===== config.mk =====
export PLATFORM = sky130hd
export DESIGN_NAME = wbm_uart_cmd_flat
export DESIGN_NICKNAME = d
export VERILOG_FILES = /design/src/rtl/uart_cmd_pkg.sv /design/src/rtl/wbm_uart_cmd_if.sv /design/src/rtl/uart_cmd_timer.sv /design/src/rtl/wbm_uart_cmd.sv /design/src/flat_wrapper.sv
export SDC_FILE = /design/constraint.sdc
export NUM_CORES = 1
export LEC_CHECK = 0
export ABC_CLOCK_PERIOD_IN_PS = 7700
export BUFFER_PORTS_ARGS = -buffer_cell sky130_fd_sc_hd__clkbuf_2
export CORE_ASPECT_RATIO = 0.8
export CORE_MARGIN = 4
export CORE_UTILIZATION = 45
export CTS_CLUSTER_DIAMETER = 120
export DETAILED_ROUTE_END_ITERATION = 6
export PLACE_DENSITY = 0.69
export SETUP_SLACK_MARGIN = 0.1
export SYNTH_ARGS = -nofsm -noshare
export SYNTH_HDL_FRONTEND = slang
export SYNTH_HIERARCHICAL = 1
export SYNTH_SLANG_ARGS = --single-unit

===== constraint.sdc =====
create_clock -name wb_clk_i -period 7.7 [get_ports wb_clk_i]
set_input_delay 0.385 -clock wb_clk_i [delete_from_list [all_inputs] [get_ports wb_clk_i]]
set_output_delay 0.385 -clock wb_clk_i [all_outputs]
set_load 0.005 [all_outputs]

===== src/rtl/uart_cmd_pkg.sv =====
// Shared opcodes and FSM state encoding for the UART command bridge.
package uart_cmd_pkg;

  localparam logic [7:0] CMD_WR  = 8'h57;
  localparam logic [7:0] CMD_RD  = 8'h52;
  localparam logic [7:0] RSP_OK  = 8'h2B;
  localparam logic [7:0] RSP_ERR = 8'h21;

  typedef enum logic [2:0] {
    StIdle,
    StAddr,
    StData,
    StBus,
    StResp
  } state_e;

endpackage


===== src/rtl/wbm_uart_cmd_if.sv =====
// Wishbone B4 pipelined single-master bus bundle.
interface wbm_uart_cmd_if #(
  parameter int unsigned ADR_W = 4
);
  logic             cyc;
  logic             stb;
  logic             we;
  logic [ADR_W-1:0] adr;
  logic [31:0]      dat_m2s;
  logic [3:0]       sel;
  logic [31:0]      dat_s2m;
  logic             ack;
  logic             stall;

  modport master (
    output cyc, stb, we, adr, dat_m2s, sel,
    input  dat_s2m, ack, stall
  );

  modport slave (
    input  cyc, stb, we, adr, dat_m2s, sel,
    output dat_s2m, ack, stall
  );
endinterface


===== src/rtl/uart_cmd_timer.sv =====
// Saturating cycle counter; expired_o flags the counted cycle that reaches Limit.
module uart_cmd_timer #(
  parameter int unsigned Limit = 255
) (
  input  logic clk_i,
  input  logic rst_ni,
  input  logic clr_i,
  input  logic en_i,
  output logic expired_o
);

  localparam int unsigned CntW = $clog2(Limit + 1);

  logic [CntW-1:0] cnt_q, cnt_d;

  always_comb begin
    cnt_d = cnt_q;
    if (clr_i) begin
      cnt_d = '0;
    end else if (en_i && (cnt_q != CntW'(Limit))) begin
      cnt_d = cnt_q + 1'b1;
    end
  end

  assign expired_o = en_i && !clr_i && (cnt_q >= CntW'(Limit - 1));

  always_ff @(posedge clk_i) begin
    if (!rst_ni) begin
      cnt_q <= '0;
    end else begin
      cnt_q <= cnt_d;
    end
  end

endmodule


===== src/rtl/wbm_uart_cmd.sv =====
// Byte-stream command decoder issuing single Wishbone pipelined cycles and
// returning the response bytes to the UART transmitter.
module wbm_uart_cmd
  import uart_cmd_pkg::*;
#(
  parameter int unsigned ADR_W        = 4,
  parameter int unsigned BUS_TIMEOUT  = 255,
  parameter int unsigned IDLE_TIMEOUT = 1000000
) (
  input  logic                  wb_clk_i,
  input  logic                  wb_rst_i,
  input  logic [7:0]            rx_dat_i,
  input  logic                  rx_stb_i,
  output logic [7:0]            tx_dat_o,
  output logic                  tx_stb_o,
  input  logic                  tx_rdy_i,
  wbm_uart_cmd_if.master        wbm,
  output logic                  err_o
);

  state_e           state_q;
  logic             we_q;
  logic [ADR_W-1:0] adr_q;
  logic [31:0]      dat_q;
  logic [1:0]       cnt_q;
  logic             cyc_q;
  logic             stb_q;
  logic [31:0]      rsp_q;
  logic [1:0]       rsp_last_q;
  logic [1:0]       idx_q;
  logic             tx_stb_q;
  logic             err_q;

  logic idle_active;
  logic idle_expired;
  logic bus_expired;

  assign idle_active = (state_q == StAddr) || (state_q == StData);

  // Any received byte restarts the inter-byte gap measurement.
  uart_cmd_timer #(
    .Limit(IDLE_TIMEOUT)
  ) u_idle_timer (
    .clk_i    (wb_clk_i),
    .rst_ni   (wb_rst_i),
    .clr_i    (!idle_active || rx_stb_i),
    .en_i     (idle_active && !rx_stb_i),
    .expired_o(idle_expired)
  );

  uart_cmd_timer #(
    .Limit(BUS_TIMEOUT)
  ) u_bus_timer (
    .clk_i    (wb_clk_i),
    .rst_ni   (wb_rst_i),
    .clr_i    (state_q != StBus),
    .en_i     (state_q == StBus),
    .expired_o(bus_expired)
  );

  always_ff @(posedge wb_clk_i) begin
    if (!wb_rst_i) begin
      state_q    <= StIdle;
      we_q       <= 1'b0;
      adr_q      <= '0;
      dat_q      <= '0;
      cnt_q      <= '0;
      cyc_q      <= 1'b0;
      stb_q      <= 1'b0;
      rsp_q      <= '0;
      rsp_last_q <= '0;
      idx_q      <= '0;
      tx_stb_q   <= 1'b0;
      err_q      <= 1'b0;
    end else begin
      err_q <= 1'b0;
      unique case (state_q)
        StIdle: begin
          if (rx_stb_i && ((rx_dat_i == CMD_WR) || (rx_dat_i == CMD_RD))) begin
            we_q    <= (rx_dat_i == CMD_WR);
            state_q <= StAddr;
          end
        end
        StAddr: begin
          if (rx_stb_i) begin
            adr_q <= rx_dat_i[ADR_W-1:0];
            if (we_q) begin
              cnt_q   <= '0;
              state_q <= StData;
            end else begin
              cyc_q   <= 1'b1;
              stb_q   <= 1'b1;
              state_q <= StBus;
            end
          end else if (idle_expired) begin
            state_q <= StIdle;
          end
        end
        StData: begin
          if (rx_stb_i) begin
            dat_q <= {dat_q[23:0], rx_dat_i};
            cnt_q <= cnt_q + 2'd1;
            if (cnt_q == 2'd3) begin
              cyc_q   <= 1'b1;
              stb_q   <= 1'b1;
              state_q <= StBus;
            end
          end else if (idle_expired) begin
            state_q <= StIdle;
          end
        end
        StBus: begin
          if (rx_stb_i) begin
            err_q <= 1'b1;
          end
          if (stb_q && !wbm.stall) begin
            stb_q <= 1'b0;
          end
          // An ack in the timeout cycle still wins over the abort.
          if (wbm.ack) begin
            cyc_q    <= 1'b0;
            stb_q    <= 1'b0;
            idx_q    <= '0;
            tx_stb_q <= 1'b1;
            state_q  <= StResp;
            if (we_q) begin
              rsp_q      <= {RSP_OK, 24'h0};
              rsp_last_q <= 2'd0;
            end else begin
              rsp_q      <= wbm.dat_s2m;
              rsp_last_q <= 2'd3;
            end
          end else if (bus_expired) begin
            cyc_q      <= 1'b0;
            stb_q      <= 1'b0;
            err_q      <= 1'b1;
            rsp_q      <= {RSP_ERR, 24'h0};
            rsp_last_q <= 2'd0;
            idx_q      <= '0;
            tx_stb_q   <= 1'b1;
            state_q    <= StResp;
          end
        end
        StResp: begin
          if (rx_stb_i) begin
            err_q <= 1'b1;
          end
          if (tx_stb_q && tx_rdy_i) begin
            if (idx_q == rsp_last_q) begin
              tx_stb_q <= 1'b0;
              state_q  <= StIdle;
            end else begin
              idx_q <= idx_q + 2'd1;
              rsp_q <= {rsp_q[23:0], 8'h00};
            end
          end
        end
        default: state_q <= StIdle;
      endcase
    end
  end

  assign wbm.cyc     = cyc_q;
  assign wbm.stb     = stb_q;
  assign wbm.we      = we_q;
  assign wbm.adr     = adr_q;
  assign wbm.dat_m2s = dat_q;
  assign wbm.sel     = cyc_q ? 4'hF : 4'h0;

  assign tx_stb_o = tx_stb_q;
  assign tx_dat_o = tx_stb_q ? rsp_q[31:24] : 8'h00;
  assign err_o    = err_q;

endmodule

===== src/flat_wrapper.sv =====
// flat-port wrapper written by rule: the top's interface ports become plain ports
module wbm_uart_cmd_flat import uart_cmd_pkg::*;
#(
  parameter int unsigned ADR_W        = 4,
  parameter int unsigned BUS_TIMEOUT  = 255,
  parameter int unsigned IDLE_TIMEOUT = 1000000
)
  (wb_clk_i, wb_rst_i, rx_dat_i, rx_stb_i, tx_dat_o, tx_stb_o, tx_rdy_i, err_o, wbm_cyc, wbm_stb, wbm_we, wbm_adr, wbm_dat_m2s, wbm_sel, wbm_dat_s2m, wbm_ack, wbm_stall);
  wbm_uart_cmd_if #(.ADR_W(ADR_W)) wbm_i ();
  input  logic wb_clk_i;
  input  logic wb_rst_i;
  input  logic [7:0] rx_dat_i;
  input  logic rx_stb_i;
  output logic [7:0] tx_dat_o;
  output logic tx_stb_o;
  input  logic tx_rdy_i;
  output logic err_o;
  output wire logic [$bits(wbm_i.cyc)-1:0] wbm_cyc;
  output wire logic [$bits(wbm_i.stb)-1:0] wbm_stb;
  output wire logic [$bits(wbm_i.we)-1:0] wbm_we;
  output wire logic [$bits(wbm_i.adr)-1:0] wbm_adr;
  output wire logic [$bits(wbm_i.dat_m2s)-1:0] wbm_dat_m2s;
  output wire logic [$bits(wbm_i.sel)-1:0] wbm_sel;
  input wire logic [$bits(wbm_i.dat_s2m)-1:0] wbm_dat_s2m;
  input wire logic [$bits(wbm_i.ack)-1:0] wbm_ack;
  input wire logic [$bits(wbm_i.stall)-1:0] wbm_stall;
  assign wbm_cyc = wbm_i.cyc;
  assign wbm_stb = wbm_i.stb;
  assign wbm_we = wbm_i.we;
  assign wbm_adr = wbm_i.adr;
  assign wbm_dat_m2s = wbm_i.dat_m2s;
  assign wbm_sel = wbm_i.sel;
  assign wbm_i.dat_s2m = wbm_dat_s2m;
  assign wbm_i.ack = wbm_ack;
  assign wbm_i.stall = wbm_stall;
  wbm_uart_cmd #(.ADR_W(ADR_W), .BUS_TIMEOUT(BUS_TIMEOUT), .IDLE_TIMEOUT(IDLE_TIMEOUT)) u_core (.wb_clk_i(wb_clk_i), .wb_rst_i(wb_rst_i), .rx_dat_i(rx_dat_i), .rx_stb_i(rx_stb_i), .tx_dat_o(tx_dat_o), .tx_stb_o(tx_stb_o), .tx_rdy_i(tx_rdy_i), .wbm(wbm_i), .err_o(err_o));
endmodule

==> results.toml, run 1 <==
[run_status]
status = "finished clean"

[grt]
grtUsageMet1_pct = 25.4
gr-total-overflow = 0
gr-usage-met2_pct = 28.9
grt_pass1_wl_um = 20100
busiest_layer = "met2"
grt_pass1_vias = 4256
use_met3_pct = 4.41
antenna_found_initial = 0
grt_max_degree = 87
grt_use_total_pct = 18.4

[critical_path]
worst_setup_path_end_kind = "register"
r2r_start = "u_core/state_q[1]"
cp-start-kind = "register"
crit_type = "reg2reg"
required_ps = 7980
critPathMaxFanout = 56
r2r_cells = 9
cp.arrival_ps = 3870
regToRegSetupSlack_ps = 4110
timing.rr.end = "u_core/rsp_q[29]"

[layout]
design_area_mm2 = 0.00594
drive_gt1_share_pct = 19.0
nNetsFinal = 736
regArea_mm2 = 0.00218
diodes = 0
final_common_cell = "nand2_1"
area_growth_pct = 15.9
layout_common_cells = "119 x nand2_1, 109 x dfxtp_1, 98 x clkbuf_2"
fillers = 1034
multi_input_comb_area_mm2 = 0.00269

[sta]
timing.fmax_mhz = 278
period_share_pct = 46.7
worstMarginPinSlew_ps = 1190
skew_ps = 5.27
fin_ws_ps = 4110
max_slew_margin_pct = 20.7
setup_viol = 0
rsz0062_at_grt = "no"
setup_tns_ps = 0
hold_ws_ps = 278
period_needed_ps = 3590
hold_viol_final = 0
finalMaxSlewViolations = 0

[logic_synthesis]
yosysUniqueCellTypes = 57
avgSynthCellArea_um2 = 8.39
syn_area_mm2 = 0.00513
synthArstFlopShare_pct = 0
yosysWarnings = 6
syn-instance-count = 611
synth_enable_flop_cells = 0
ys_seq_elements = 109
seq_area_frac_synth_pct = 42.5
syn-num-nets = 662
ys.flop_type = "dfxtp_1"

[die]
dieArea_mm2 = 0.0132
coreArea_mm2 = 0.0110
dieWidth_um = 127
start_util_pct = 46.5
io_pins = 99
rows = 34
fp.dieH_um = 103

[hold_path]
holdPathStages = 3
min-delay-start = "wbm_dat_s2m[2]"
min_to = "u_core/rsp_q[2]"
hold_path_class = "in2reg"

[detailed_routing]
ant_nets = 0
drt-total-wl_um = 12200
drtIter0Drc = 332
dr.pass1.iters = 5
drc = 0
routed_via_density = 5.52
num_vias = 4602
drt-wirelength-per-cell_um = 14.6

[clocking]
cts_buffers = 9
cts_resized = 0
cts_tree = "built"
clockRootBuffer = "clkbuf_16"
cts_setup_buffers = 0
clock_sinks = 109
clk_pin_slew_ps = 70
clock_latency_ps = 340
postCtsHoldBufs = 0
h-tree-depth = 3
clock_path_buffers = 2

[flow_run]
maxCapViolCount = 0

[placed_design]
hpwl_um = 8420
portBuffers = 98
post_dp_cell_area_mm2 = 0.00565
finalWeightedCongestion = 0.854
dp_slack_ps = 4210

[pwr]
max-vdd-ir-drop_uv = 120
power_density_mw_per_mm2 = 189
p_leak_nw = 2.47
p_total_mw = 1.12
==> cells by family after synthesis <==
group	share of synthesized area (%)
DFF	42.5
xor gates and xnor gates	1.88
and+or+nand+nor	28.2
muxes	1.76
buffers and inverters	5.07
adders and majority gates	1.22
AOI/OAI and AO/OA	19.3
==> flip-flops by register name (all words and copies together), names as in the netlist <==
name                       flops
u_core/wbm.dat_m2s            32
u_core/wbm.stb                 1
u_core/u_idle_timer/cnt_q     20
u_core/state_q                 3
u_core/idx_q                   2
u_core/wbm.cyc                 1
u_core/err_o                   1
u_core/wbm.adr                 4
u_core/wbm.we                  1
u_core/rsp_last_q              1
u_core/tx_stb_o                1
u_core/cnt_q                   2
u_core/u_bus_timer/cnt_q       8
u_core/rsp_q                  32
==> cells in the mapped netlist, drive strengths merged, types with 2 or more instances <==
cell type / count / area share, %
and4: 5 / 0.98
inv: 14 / 1.0
nor3: 12 / 1.2
dfxtp: 109 / 43
or4: 2 / 0.29
o211ai: 5 / 0.73
nor4: 5 / 0.61
o31ai: 4 / 0.59
and3: 6 / 0.73
a21boi: 50 / 7.4
a211oi: 5 / 0.73
ha: 5 / 1.2
nand4: 9 / 1.4
nor2: 19 / 1.4
o211a: 24 / 4.7
nor2b: 9 / 1.1
xor2: 6 / 1.0
nand2b: 5 / 0.61
a21oi: 14 / 1.4
mux2i: 9 / 1.8
or3: 9 / 1.2
nand3: 68 / 6.8
o21ai: 16 / 1.6
o221a: 2 / 0.44
nand3b: 3 / 0.44
and2: 9 / 1.1
clkbuf: 29 / 2.1
nand2: 119 / 8.7
xnor2: 5 / 0.85
a31oi: 4 / 0.49
nor4b: 2 / 0.34
buf: 13 / 1.9
==> metrics by stage <==
stage          std cells  util, %
3_3_place_gp         818     51.3
2_1_floorplan        611        -
5_1_grt              834     54.0
4_1_cts              834     54.0
3_5_place_dp         818     51.3
6_report             834     54.0
==> area by class of cell <==
type,instances,area share [%]
Tap cell,144,3.03
Clock buffer,11,3.91
Inverter,14,0.884
Clock inverter,5,1.01
Sequential cell,109,36.7
Timing Repair Buffer,105,9.13
Multi-Input combinational cell,446,45.3
==> worst max-delay path, cell delays in order (launching register included) <==
cell and delay [ps]:
dfxtp_1 590, and3b_1 540, inv_1 240, nor4_1 530, nor2_1 110, a22oi_1 430
a21boi_4 240, buf_4 460, o211ai_1 200, a21boi_1 170
==> worst max path at each step <==
stage                                   to         startpoint  slack, ps  cells after the start
after global routing      u_core/rsp_q[29]  u_core/state_q[1]       3740                      9
after detailed placement  u_core/rsp_q[29]  u_core/state_q[1]       4210                      9
after floorplan           u_core/rsp_q[25]  u_core/state_q[2]       4990                     12
after global placement    u_core/rsp_q[31]  u_core/state_q[1]       4510                      9
final                     u_core/rsp_q[29]  u_core/state_q[1]       4110                      9
after CTS                 u_core/rsp_q[29]  u_core/state_q[1]       4150                      9
==> report_power, final <==
part | internal [mW] | switching [mW]
Combinational | 0.0347 | 0.0469
Clock | 0.254 | 0.206
Sequential | 0.570 | 0.00912
Total | 0.859 | 0.262
==> metal layers <==
| metal | up-vias | wire (um) |
|---|---|---|
| met2 | 115 | 5390 |
| met1 | 2174 | 5800 |
| met4 | 0 | 138 |
| met5 | - | 0 |
| li1 | 2301 | - |
| met3 | 12 | 835 |
(Power assumes the default switching activity.)
==> run 2: changes to the inputs <==
- ABC_CLOCK_PERIOD_IN_PS: 7700 -> 3700
- clock period: 7.7 -> 3.7 ns (I/O delays scaled with it)
==> run 2 against run 1 <==
Compared with the run above: sequential share of layout area is 0.28 points lower; first-iteration DRC count fell by 19%; register-to-register slack got worse by 3500 ps; sequential cell count is the same; utilization up 0.42 points.
==> results.toml, run 2 (synthesized netlist as in run 1, its figures left out) <==
[grt]
antenna_found_initial = 0
grt_pass1_vias = 4193
grt_pass1_wl_um = 20100
grt_use_total_pct = 18.5
grt_max_degree = 85
gr-total-overflow = 0

[detailed_routing]
routed_via_density = 5.58
ant_nets = 0
drt-total-wl_um = 12200
drc = 0
num_vias = 4650
dr.pass1.iters = 5
drt-wirelength-per-cell_um = 14.6
drtIter0Drc = 270

[layout]
final_common_cell = "nand2_1"
diodes = 0
fillers = 1053
drive_gt1_share_pct = 19.3
nNetsFinal = 736
area_growth_pct = 16.8
layout_common_cells = "119 x nand2_1, 109 x dfxtp_1, 98 x clkbuf_2"

[critical_path]
worst_setup_path_end_kind = "register"
r2r_start = "u_core/state_q[1]"
regToRegSetupSlack_ps = 580
critPathMaxFanout = 56
cp.arrival_ps = 3360
r2r_cells = 9
crit_start = "u_core/state_q[1]"
cp-start-kind = "register"
crit_type = "reg2reg"
timing.rr.end = "u_core/rsp_q[27]"
required_ps = 3940

[die]
rows = 34
io_pins = 99
dieArea_mm2 = 0.0132
dieWidth_um = 127
start_util_pct = 46.5
fp.dieH_um = 103
coreArea_mm2 = 0.0110

[sta]
max_slew_margin_pct = 21.2
skew_ps = 8.21
period_share_pct = 84.4
finalMaxSlewViolations = 0
hold_viol_final = 0
setup_viol = 0
worstMarginPinSlew_ps = 1180
fin_ws_ps = 578
rsz0062_at_grt = "no"
period_needed_ps = 3120
setup_tns_ps = 0
timing.fmax_mhz = 320

[pwr]
power_density_mw_per_mm2 = 404
max-vdd-ir-drop_uv = 240
p_leak_nw = 2.49

[clocking]
clock_latency_ps = 350
clock_sinks = 109
clockRootBuffer = "clkbuf_16"
cts_buffers = 9
h-tree-depth = 3
cts_tree = "built"
clock_path_buffers = 2
clk_pin_slew_ps = 70

[hold_path]
hold_path_class = "in2reg"
holdPathStages = 3
min-delay-start = "wbm_dat_s2m[2]"
min_to = "u_core/rsp_q[2]"

[run_status]
status = "finished clean"

[placed_design]
hpwl_um = 8380
portBuffers = 98
dp_slack_ps = 427
finalWeightedCongestion = 0.886

[flow_run]
maxCapViolCount = 0
run 2: critical path, stage by stage (launching register included):
cell and delay [ps]:
dfxtp_1 600, and3b_2 430, inv_1 180, nor4_1 500, nor2_1 100, a22oi_1 400, a21boi_4 280, buf_12 240
nand3_1 120, o211a_1 140
run 2: stage by stage:
| step | util, % | instance area (um2) | hold WS [ps] | total power, mW | cells |
|---|---|---|---|---|---|
| after detailed placement | 51.4 | 5660 | 439 | 1.40 | 818 |
| after global routing | 54.4 | 5990 | 77.0 | 2.52 | 834 |
| after CTS | 54.4 | 5990 | 57.2 | 2.46 | 834 |
| after global placement | 51.4 | 5660 | 427 | 1.40 | 818 |
| final | 54.4 | 5990 | 68.1 | 2.42 | 834 |
| after floorplan | - | 5130 | 330 | 1.34 | 611 |
run 2: what timing repair did:
item / 4_1_cts / 5_1_grt
setup endpoints to repair: 0 / 34
setup buffers: 0 / 0
gates resized for setup: 0 / 1
hold buffers: 0 / 0
run 2: worst max path at each step:
stage                             to  slack (ps)  depth (start not counted)
floorplan           u_core/rsp_q[25]         990                         12
global placement    u_core/rsp_q[14]         710                          9
detailed placement   u_core/rsp_q[8]         430                          9
CTS                 u_core/rsp_q[27]         420                          9
global route        u_core/rsp_q[29]         120                          9
finish              u_core/rsp_q[27]         580                          9
run 2: area by class of cell:
| cell class | instances | area [um2] | area share, % |
|---|---|---|---|
| Clock inverter | 6 | 96.3 | 1.61 |
| Timing Repair Buffer | 105 | 556 | 9.27 |
| Inverter | 14 | 52.6 | 0.877 |
| Clock buffer | 10 | 229 | 3.82 |
| Sequential cell | 109 | 2180 | 36.4 |
| Multi-Input combinational cell | 446 | 2700 | 45.0 |
| Tap cell | 144 | 180 | 3.01 |
run 2: report_power, final:
| part | internal [mW] | switching (mW) | leakage (nW) |
|---|---|---|---|
| clock network | 0.601 | 0.443 | 0.155 |
| logic | 0.0725 | 0.0989 | 1.46 |
| registers | 1.19 | 0.0190 | 0.878 |
| total | 1.86 | 0.561 | 2.49 |
run 2: routing by layer:
layer	GRT usage, %	up-vias	share of wire (%)
met2	29.0	120	44
met1	25.9	2215	49
met3	4.57	10	6.3
met5	0	-	0
li1	-	2305	-
met4	4.62	0	0.89
==> run 3: changes to the inputs <==
- ABC_CLOCK_PERIOD_IN_PS: 3700 -> 3000
- clock period: 3.7 -> 3 ns (I/O delays scaled with it)
==> run 3 against run 2 <==
Compared with the run above: worst hold slack worse by 32 ps; critical endpoint is now u_core/rsp_q[12]; die area is the same; sequential cell count unchanged; combinational power is 31% higher; critical path type unchanged; count of clock-buffer cells in the layout fell by 1.
==> results.toml, run 3 (synthesized netlist as in run 1, its figures left out) <==
[run_status]
status = "finished clean"

[critical_path]
critPathMaxFanout = 56
worst_setup_path_end_kind = "register"
r2r_start = "u_core/state_q[0]"
required_ps = 3250
cp-start-kind = "register"
crit_start = "u_core/state_q[0]"
crit_type = "reg2reg"
cp.arrival_ps = 2760

[die]
dieWidth_um = 127
coreArea_mm2 = 0.0110
dieArea_mm2 = 0.0132
start_util_pct = 46.5
io_pins = 99
rows = 34
fp.dieH_um = 103

[sta]
rsz0062_at_grt = "no"
hold_viol_final = 0
setup_viol = 0
period_share_pct = 83.6
timing.fmax_mhz = 399
period_needed_ps = 2510
finalMaxSlewViolations = 0
setup_tns_ps = 0
skew_ps = 7.59
worstMarginPinSlew_ps = 666
max_slew_margin_pct = 55.6

[clocking]
clock_sinks = 109
cts_setup_buffers = 0
cts_buffers = 9
clockRootBuffer = "clkbuf_16"
clock_latency_ps = 350
h-tree-depth = 3
cts_tree = "built"
clk_pin_slew_ps = 80
clock_path_buffers = 2

[detailed_routing]
drt-wirelength-per-cell_um = 14.6
dr.pass1.iters = 5
routed_via_density = 5.47
num_vias = 4593
ant_nets = 0
drc = 0
drt-total-wl_um = 12300
drtIter0Drc = 347

[pwr]
p_leak_nw = 2.52
power_density_mw_per_mm2 = 488
max-vdd-ir-drop_uv = 304
p_total_mw = 2.94

[grt]
grt_pass1_wl_um = 20100
grt_max_degree = 57
antenna_found_initial = 0
grt_pass1_vias = 4173
grt_use_total_pct = 18.5
gr-total-overflow = 0

[layout]
nNetsFinal = 742
fillers = 1030
area_growth_pct = 17.6
layout_common_cells = "119 x nand2_1, 108 x dfxtp_1, 98 x clkbuf_2"
final_common_cell = "nand2_1"
drive_gt1_share_pct = 20.4
diodes = 0

[hold_path]
hold_path_class = "in2reg"
min-delay-start = "wbm_dat_s2m[1]"

[flow_run]
maxCapViolCount = 0

[placed_design]
portBuffers = 98
hpwl_um = 8720
finalWeightedCongestion = 0.900
==> run 3: worst max-delay path, cell delays in order (launching register included) <==
cell	delay (ps)
dfxtp_2	430
and3b_1	240
buf_4	160
nand3_2	130
nor4_2	260
nor2_1	110
a22oi_2	300
a21boi_4	250
buf_12	240
nand3_1	120
o211a_1	140
==> run 3: worst paths after layout <==
check | to | slack (ps) | depth (start not counted)
min | u_core/rsp_q[1] | 40 | 3
min reg2reg | u_core/rsp_q[29] | 450 | 2
max | u_core/rsp_q[12] | 490 | 10
max reg2reg | u_core/rsp_q[12] | 490 | 10
==> run 3: routing by layer <==
| layer | wire length, um | track usage [%] | vias to the layer above |
|---|---|---|---|
| met4 | 159 | 5.28 | 0 |
| met1 | 5840 | 26.2 | 2124 |
| met2 | 5450 | 28.5 | 134 |
| li1 | - | - | 2317 |
| met3 | 805 | 4.26 | 18 |
| met5 | 0 | 0 | - |
==> run 3: cell type report <==
| cell class | instances | area, um2 | area share [%] |
|---|---|---|---|
| tap | 144 | 180 | 2.99 |
| clock buffer | 9 | 225 | 3.73 |
| multi-input combinational | 446 | 2710 | 44.8 |
| clock inverter | 7 | 86.3 | 1.43 |
| inverter | 14 | 52.6 | 0.871 |
| timing repair buffer | 111 | 601 | 9.95 |
| sequential | 109 | 2180 | 36.2 |
==> run 3: per-stage QoR <==
stage / instances / cell area, um2 / utilization [%] / hold WS [ps] / worst slack (ps)
2_1_floorplan: 611 / 5130 / - / 295 / 288
3_3_place_gp: 824 / 5710 / 51.8 / 392 / 331
3_5_place_dp: 824 / 5710 / 51.8 / 404 / 171
4_1_cts: 840 / 6020 / 54.6 / 20.7 / 161
5_1_grt: 840 / 6030 / 54.8 / 39.1 / 209
6_report: 840 / 6030 / 54.8 / 36.6 / 491
==> run 3: report_power, final <==
group / total (mW) / switching [mW] / internal, mW
clock network: 1.24 / 0.571 / 0.669
registers: 1.48 / 0.0181 / 1.46
logic: 0.224 / 0.129 / 0.0948
total: 2.94 / 0.719 / 2.23
==> run 3: timing repair <==
action,CTS,global route
hold buffers,0,0
endpoints found under the setup margin,0,34
resized for setup,0,3
